<file path="config.mk">
export PLATFORM = sky130hd
export DESIGN_NAME = seq_det_ctrl
export DESIGN_NICKNAME = d
export VERILOG_FILES = /design/src/rtl/seq_det_ctrl.sv
export SDC_FILE = /design/constraint.sdc
export NUM_CORES = 1
export LEC_CHECK = 0
export ABC_AREA = 1
export CORE_MARGIN = 2
export CORE_UTILIZATION = 50
export CTS_CLUSTER_DIAMETER = 40
export DETAILED_ROUTE_END_ITERATION = 8
export PLACE_DENSITY = 0.74
export SYNTH_ARGS = -nofsm -noshare
export SYNTH_HDL_FRONTEND = slang
export SYNTH_SLANG_ARGS = --single-unit
</file>
<file path="constraint.sdc">
create_clock -name clk_i -period 3.9 [get_ports clk_i]
set_input_delay 0.78 -clock clk_i [delete_from_list [all_inputs] [get_ports clk_i]]
set_output_delay 0.78 -clock clk_i [all_outputs]
set_load 0.1 [all_outputs]
</file>
<file path="src/rtl/seq_det_ctrl.sv">
// Word-to-bit sequencer for a serial pattern detector: serializes NUM_WORDS words MSB-first,
// counts the detector's match pulses and signals job completion.
module seq_det_ctrl #(
  parameter int unsigned WORD_W  = 8,
  parameter int unsigned NWORD_W = 8,
  parameter int unsigned CNT_W   = 8
) (
  input  logic               clk_i,
  input  logic               rst_i,
  input  logic               start_i,
  input  logic [NWORD_W-1:0] num_words_i,
  input  logic               abort_i,
  input  logic [WORD_W-1:0]  in_data_i,
  input  logic               in_valid_i,
  output logic               in_ready_o,
  output logic               det_rst_o,
  output logic               det_en_o,
  output logic               det_a_o,
  input  logic               det_z_i,
  output logic               busy_o,
  output logic               done_o,
  output logic [CNT_W-1:0]   match_cnt_o
);

  localparam int unsigned BitW = (WORD_W > 1) ? $clog2(WORD_W) : 1;

  typedef enum logic [2:0] {
    StIdle,
    StClear,
    StLoad,
    StShift,
    StDrain,
    StDone
  } state_e;

  state_e             state_q, state_d;
  logic [NWORD_W-1:0] words_left_q, words_left_d;
  logic [WORD_W-1:0]  sr_q, sr_d;
  logic [BitW-1:0]    bit_cnt_q, bit_cnt_d;
  logic [CNT_W-1:0]   match_cnt_q, match_cnt_d;
  logic               en_q, en_d;
  logic               abort_rst_q, abort_rst_d;

  always_comb begin
    state_d      = state_q;
    words_left_d = words_left_q;
    sr_d         = sr_q;
    bit_cnt_d    = bit_cnt_q;
    match_cnt_d  = match_cnt_q;
    en_d         = (state_q == StShift);
    abort_rst_d  = abort_i && (state_q != StIdle);

    // det_z refers to the bit shifted one cycle earlier; an abort freezes the count
    if (en_q && det_z_i && (state_q != StIdle) && !abort_i &&
        (match_cnt_q != {CNT_W{1'b1}})) begin
      match_cnt_d = match_cnt_q + CNT_W'(1);
    end

    unique case (state_q)
      StIdle: begin
        if (start_i) begin
          words_left_d = num_words_i;
          state_d      = StClear;
        end
      end
      StClear: begin
        match_cnt_d = '0;
        state_d     = (words_left_q == '0) ? StDone : StLoad;
      end
      StLoad: begin
        if (in_valid_i) begin
          sr_d      = in_data_i;
          bit_cnt_d = BitW'(WORD_W - 1);
          state_d   = StShift;
        end
      end
      StShift: begin
        sr_d      = sr_q << 1;
        bit_cnt_d = bit_cnt_q - BitW'(1);
        if (bit_cnt_q == '0) begin
          words_left_d = words_left_q - NWORD_W'(1);
          state_d      = (words_left_q == NWORD_W'(1)) ? StDrain : StLoad;
        end
      end
      StDrain: state_d = StDone;
      StDone:  state_d = StIdle;
      default: state_d = StIdle;
    endcase

    if (abort_i && (state_q != StIdle)) begin
      state_d = StIdle;
    end
  end

  always_ff @(posedge clk_i) begin
    if (rst_i) begin
      state_q      <= StIdle;
      words_left_q <= '0;
      sr_q         <= '0;
      bit_cnt_q    <= '0;
      match_cnt_q  <= '0;
      en_q         <= 1'b0;
      abort_rst_q  <= 1'b0;
    end else begin
      state_q      <= state_d;
      words_left_q <= words_left_d;
      sr_q         <= sr_d;
      bit_cnt_q    <= bit_cnt_d;
      match_cnt_q  <= match_cnt_d;
      en_q         <= en_d;
      abort_rst_q  <= abort_rst_d;
    end
  end

  always_comb begin
    in_ready_o  = (state_q == StLoad);
    det_en_o    = (state_q == StShift);
    det_a_o     = (state_q == StShift) && sr_q[WORD_W-1];
    det_rst_o   = (state_q == StClear) || abort_rst_q;
    busy_o      = (state_q != StIdle);
    done_o      = (state_q == StDone);
    match_cnt_o = match_cnt_q;
  end

endmodule

</file>
* Word level (Yosys, flattened, before mapping)
Index checks and enable logic that the tools add are counted.
Cells by class: $add $sub $neg 3, equality and inequality tests 10, muxes and demuxes 13, reduce and logical (&&, ||, !) cells 19
Operator list (number):
- $pmux W8 S2 | 2
- $mux W8 | 3
- $mux W3 | 6
- $pmux W3 S5 | 1
- $add A8 B1 Y8 const B | 1
- $eq A8 B1 Y1 const B | 1
- $logic_not A8 Y1 | 1
- $ne A8 B8 Y1 const B | 1
- $sub A8 B1 Y8 const B | 1
- $eq A3 B2 Y1 const B | 2
- $eq A3 B3 Y1 const B | 2
- $logic_and A1 B1 Y1 | 6
- $logic_not A3 Y1 | 2
- $pmux W3 S2 | 1
- $reduce_and A3 Y1 | 2
- $ne A2 B2 Y1 const B | 2
- $reduce_bool A2 Y1 | 2
- $reduce_or A2 Y1 | 2
- $eq A3 B1 Y1 const B | 1
- $reduce_bool A3 Y1 | 1
- $sub A3 B1 Y3 const B | 1
- $ne A2 B1 Y1 const B | 1
- $reduce_and A2 Y1 | 1
- $logic_not A1 Y1 | 1
- $logic_or A1 B1 Y1 | 1
Word-level totals: bits in registers 32, input port bits 22, output and inout port bits 14, word-level logic and storage cells 52

* Longest topological paths before layout
Gate-level depths: netlist of run 1.
depth after elaboration 4, gate-level depth with buffers 10

* Worst setup path before layout of run 1
No wires, ideal clock.
kind flip-flop to output port, from register state_q[2], to output port done_o, data arrival time 2.606 ns, path slack 0.514 ns, cell stages (with the launch flop) 3, buffers on the path 0, cells stage by stage dfxtp_1 inv_2 nor3_1
On the way: cells in the longest elaborated chain, start to end 1
RTL lines:
- start, declared | line 36 | state_e state_q, state_d;
- start signal, assigned | line 97 | state_q <= StIdle;
- start signal, assigned | line 105 | state_q <= state_d;
- $eq A3 B3 Y1 | line 121 | done_o = (state_q == StDone);
- end, declared | line 21 | output logic done_o,
Every way passes these cells.

* Worst setup path in the final report of run 1
from register state_q[2], to output port busy_o
On the way: cells in the longest elaborated chain, start to end 1
RTL lines:
- $reduce_bool A3 Y1 | line 120 | busy_o = (state_q != StIdle);
- end, declared | line 20 | output logic busy_o,
Every way passes these cells.

==> results of run 1 <==
==> layout make-up <==
cell class / instances / area, µm² / share of cell area, %
Sequential cell: 32 / 641 / 29.3
Timing Repair Buffer: 36 / 345 / 15.8
Tap cell: 46 / 57.6 / 2.63
Inverter: 29 / 109 / 4.98
Multi-Input combinational cell: 194 / 988 / 45.2
Clock inverter: 1 / 5.00 / 0.229
Clock buffer: 6 / 41.3 / 1.89
==> how the worst max path moves through the flow <==
stage	endpoint	cells after the start	start	slack (ns)
2_1_floorplan	done_o	2	state_q[2]	0.51
3_3_place_gp	busy_o	3	state_q[2]	1.35
3_5_place_dp	busy_o	3	state_q[2]	1.32
4_1_cts	busy_o	3	state_q[2]	0.95
5_1_grt	busy_o	3	state_q[2]	0.87
6_report	busy_o	3	state_q[2]	0.95
==> cells in the mapped netlist <==
master,count,area [µm²]
a21oi_1,22,110
a21oi_2,3,26.3
a31oi_1,1,6.26
buf_2,3,15.0
buf_6,2,22.5
clkbuf_1,2,7.51
dfxtp_1,32,641
ha_1,6,75.1
inv_1,24,90.1
inv_2,5,18.8
nand2_1,63,236
nand2_2,5,31.3
nand3_1,10,50.1
nand3_2,1,10.0
nand3b_1,5,37.5
nand4_1,1,6.26
nor2_1,30,113
nor2_2,2,12.5
nor2_4,1,11.3
nor3_1,6,30.0
o21a_1,1,7.51
o21ai_0,14,70.1
o21ai_1,9,45.0
o21ai_4,1,16.3
o22ai_1,7,43.8
or2_2,1,6.26
xnor2_1,1,8.76
xor2_1,4,35.0
==> kinds of logic after synthesis <==
logic type | synth area share (%)
AOI/OAI and AO/OA | 18.2
xor gates and xnor gates | 2.46
adders and majority gates | 4.21
buffers and inverters | 8.63
DFF | 35.9
and+or+nand+nor | 30.5
==> metal layers <==
layer / vias up / wire (µm) / GRT usage [%]
met3: 11 / 189 / 4.64
met1: 757 / 1810 / 24.5
met5: - / 0 / 0
met4: 0 / 83 / 12.8
li1: 921 / - / -
met2: 44 / 1900 / 35.7
==> power by group through the flow <==
stage,logic [mW],registers (mW),clock network [mW]
floorplan,0.647,0.455,0
global placement,0.768,0.466,0
detailed placement,0.781,0.468,0
CTS,0.785,0.460,0.182
global route,0.877,0.472,0.200
finish,0.784,0.460,0.177
==> critical path, cell delays in order (launching register included) <==
cell	delay, ns
dfxtp_1	0.51
inv_2	0.09
nand2_2	0.10
clkdlybuf4s50_1	1.14
==> state kept, by name, indices dropped and copies added, names as in the netlist <==
signal / cells
en_q: 1
match_cnt_o: 8
state_q: 3
sr_q: 8
abort_rst_q: 1
bit_cnt_q: 3
words_left_q: 8
==> per-stage QoR <==
step | instances | utilization (%) | setup slack [ns] | hold slack (ns)
floorplan | 262 | - | 0.514 | 0.439
global route | 344 | 64.5 | 0.874 | 0.511
detailed placement | 337 | 63.2 | 1.32 | 0.464
CTS | 344 | 64.5 | 0.945 | 0.479
finish | 344 | 64.5 | 0.950 | 0.476
global placement | 337 | 63.2 | 1.35 | 0.469
==> impl_metrics.ini, run 1 <==
[run_status]
status = completed

[routing]
first_pass_iters = 4
routedWlPerCell_um = 11.6
ant_nets = 0
route.vias.total = 1733
vias_per_cell = 5.04
wl_um = 3980
route.detailed.drc = 0
drt_iter0_markers = 95

[clocking]
clkTransAtPathRegs_ns = 0.09
clock_latency_ns = 0.33
cts_tree = done
postCtsSetupRepairBufs = 0
cts_buffers = 5
post_cts_resized = 0
clockBufferDepth = 2
htree_levels = 2
cts_hold_buffers = 0
cts_root_buffer = clkbuf_4
cts_sinks = 32

[power]
clkPwrFrac_pct = 12.5
vdd_drop_max_v = 0.000326
p_seq_share_pct = 32.4
swShare_pct = 50.5
p_int_mw = 0.704
comb_power_share_pct = 55.2
leakage_nw = 0.910
p_sw_mw = 0.717
fin_total_pwr_mw = 1.42
cellPowerDensity_mw_per_mm2 = 650

[placed_design]
routabilityCongestion = 0.801
numPortBuffers = 35
dp_hpwl_um = 2810
placed_cell_area_mm2 = 0.00214

[layout]
drive_gt1_share_pct = 10.4
fillCellCount = 330
fin_nets = 326
num_antenna_cells = 0
final_cell_mix = 63 x nand2_1, 32 x dfxtp_1, 30 x nor2_1, 30 x clkdlybuf4s50_1, 24 x inv_1
layout_commonest_cell = nand2_1
area_growth_pct = 22.7
final_cell_area_mm2 = 0.00219

[worst_setup_path]
r2r-end = words_left_q[4]
crit_required_ns = 3.12
rrSetupSlack_ns = 1.98
reg2reg_from = state_q[0]
endpoint_kind = primary output
crit_type = reg2out
cp_data_arrival_time_ns = 2.17
reg2regPathDepth = 10
cp_max_fo = 7
start_kind = register

[synthesis]
seq_area_frac_synth_pct = 35.9
synthCells = 262
synth.avg_cell_area_um2 = 6.81
ys_ff_latch = 32
synth_nets = 290
synth_cell_types = 28
synth_area_mm2 = 0.00178
ys.warnings.count = 0

[grt]
grt_max_degree = 24
antenna_found_initial = 0
overflow = 0
grt_first_pass_wirelength_um = 6840
track_usage_pct = 21.2
grt_pass1_vias = 1647

[floorplanning]
placementRows = 21
initial_utilization_pct = 52.6
io_pins = 36
die-area_mm2 = 0.00406
die_w_um = 63.7
design.core.area_mm2 = 0.00339
fp.dieH_um = 63.7

[timing]
hold_viol = 0
worst_pin_slew_ns = 0.971
finClkSkew_ns = 0.00602
min_period_ns = 2.95
max_slew_margin_pct = 35.1
layout_worst_path_cycle_share_pct = 75.6
final-max-slew-violation-count = 0
setup_tns_ns = 0
setup_viol = 0
rsz0062_at_grt = no
max_freq_mhz = 339

[min_path]
min_from = bit_cnt_q[2]
whs_endpoint = bit_cnt_q[2]
worstHoldPathType = reg2reg
holdPathStages = 2

[flow_run]
drv_cap = 0
Note: power is estimated with default switching activity, not from simulation.
==> inputs of run 2 (changes only) <==
- clock period: 3.9 -> 2.84 ns (I/O delays scaled with it)
==> run 2 against run 1 <==
- global-route usage rose by 0.68 points
- core utilization rose by 1.7 points
- sequential power rose by 39%
- worst setup slack got worse by 0.46 ns
- sequential share of layout area fell by 0.74 points
- first-iteration DRC count rose by 25%
- combinational power rose by 36%
- register-to-register slack got worse by 0.94 ns
- clock skew fell by 0.0028 ns
- via count rose by 2.8%
- critical path type unchanged
- critical endpoint is now det_rst_o
- largest power group unchanged
==> impl_metrics.ini, run 2 (synthesis gave the netlist of run 1 again) <==
[min_path]
min_from = sr_q[0]
whs_endpoint = sr_q[0]
holdPathStages = 2
worstHoldPathType = reg2reg

[clocking]
cts_tree = done
cts_hold_buffers = 0
cts_buffers = 5
cts_sinks = 32
clockBufferDepth = 2
clock_latency_ns = 0.33
htree_levels = 2
postCtsSetupRepairBufs = 0
clkTransAtPathRegs_ns = 0.10
cts_root_buffer = clkbuf_4
post_cts_resized = 0

[floorplanning]
design.core.area_mm2 = 0.00339
die_w_um = 63.7
placementRows = 21
die-area_mm2 = 0.00406
io_pins = 36
initial_utilization_pct = 52.6
fp.dieH_um = 63.7

[routing]
wl_um = 3980
drt_iter0_markers = 119
route.detailed.drc = 0
vias_per_cell = 5.15
ant_nets = 0
routedWlPerCell_um = 11.5
route.vias.total = 1781
first_pass_iters = 4

[power]
vdd_drop_max_v = 0.000524
cellPowerDensity_mw_per_mm2 = 937
fin_total_pwr_mw = 2.10
leakage_nw = 0.963

[layout]
drive_gt1_share_pct = 15.0
final_cell_mix = 63 x nand2_1, 32 x dfxtp_1, 30 x nor2_1
fin_nets = 327
area_growth_pct = 25.8
layout_commonest_cell = nand2_1
num_antenna_cells = 0
seq_area_um2 = 641
fillCellCount = 301
multi_input_area_um2 = 998

[worst_setup_path]
crit_type = reg2out
crit_required_ns = 2.27
reg2reg_from = state_q[0]
endpoint_kind = primary output
reg2regPathDepth = 8
crit_path_start = state_q[0]
cp_max_fo = 10
r2r-end = words_left_q[7]
start_kind = register
cp_data_arrival_time_ns = 1.78
rrSetupSlack_ns = 1.04

[timing]
layout_worst_path_cycle_share_pct = 82.6
hold_viol = 0
setup_tns_ns = 0
final-max-slew-violation-count = 0
min_period_ns = 2.35
max_freq_mhz = 426
holdWs_ns = 0.481
finClkSkew_ns = 0.00319
max_slew_margin_pct = 70.1
rsz0062_at_grt = no
setup_viol = 0
worst_pin_slew_ns = 0.447

[grt]
antenna_found_initial = 0
overflow = 0
grt_pass1_vias = 1718
grt_first_pass_wirelength_um = 7040
grt_max_degree = 18
track_usage_pct = 21.9

[placed_design]
dp_hpwl_um = 2920
numPortBuffers = 35
routabilityCongestion = 0.884

[flow_run]
drv_cap = 0

[run_status]
status = completed
-- run 2: worst max-delay path by stage --
| stage | end | depth (start not counted) |
|---|---|---|
| finish | det_rst_o | 4 |
| global route | det_a_o | 5 |
| CTS | det_rst_o | 4 |
| detailed placement | det_rst_o | 4 |
| global placement | det_rst_o | 4 |
| floorplan | det_a_o | 5 |
-- run 2: power by group --
part           switching (mW)  total (mW)  internal [mW]
combinational           0.746        1.07          0.320
clock                   0.161       0.395          0.234
sequential             0.0872       0.641          0.554
total                   0.994        2.10           1.11
-- run 2: cell type report --
class / count / area share, %
Clock buffer: 7 / 2.90
Inverter: 29 / 4.85
Clock inverter: 1 / 1.34
Tap cell: 46 / 2.57
Timing Repair Buffer: 37 / 15.3
Sequential cell: 32 / 28.6
Multi-Input combinational cell: 194 / 44.5
-- run 2: per-layer routing --
layer	global-route usage [%]	share of wire (%)	wire length (µm)	vias to the layer above
met5	0	0	0	-
met4	14.4	3.4	136	0
met3	3.93	4.5	178	14
met2	36.4	48	1890	45
met1	25.6	45	1770	791
li1	-	-	-	931
-- run 2: metrics by stage --
stage / instances / worst slack, ns / instance area (µm²) / util, %
floorplan: 262 / 0.159 / 1790 / -
CTS: 346 / 0.492 / 2240 / 66.2
global route: 346 / 0.364 / 2240 / 66.2
detailed placement: 338 / 0.871 / 2150 / 63.4
global placement: 338 / 0.906 / 2150 / 63.4
finish: 346 / 0.493 / 2240 / 66.2
-- run 2: worst max-delay path: stages, from the launching register on --
cell     delay, ns
dfxtp_1       0.47
inv_2         0.16
nor3_1        0.36
or2_2         0.18
buf_4         0.28
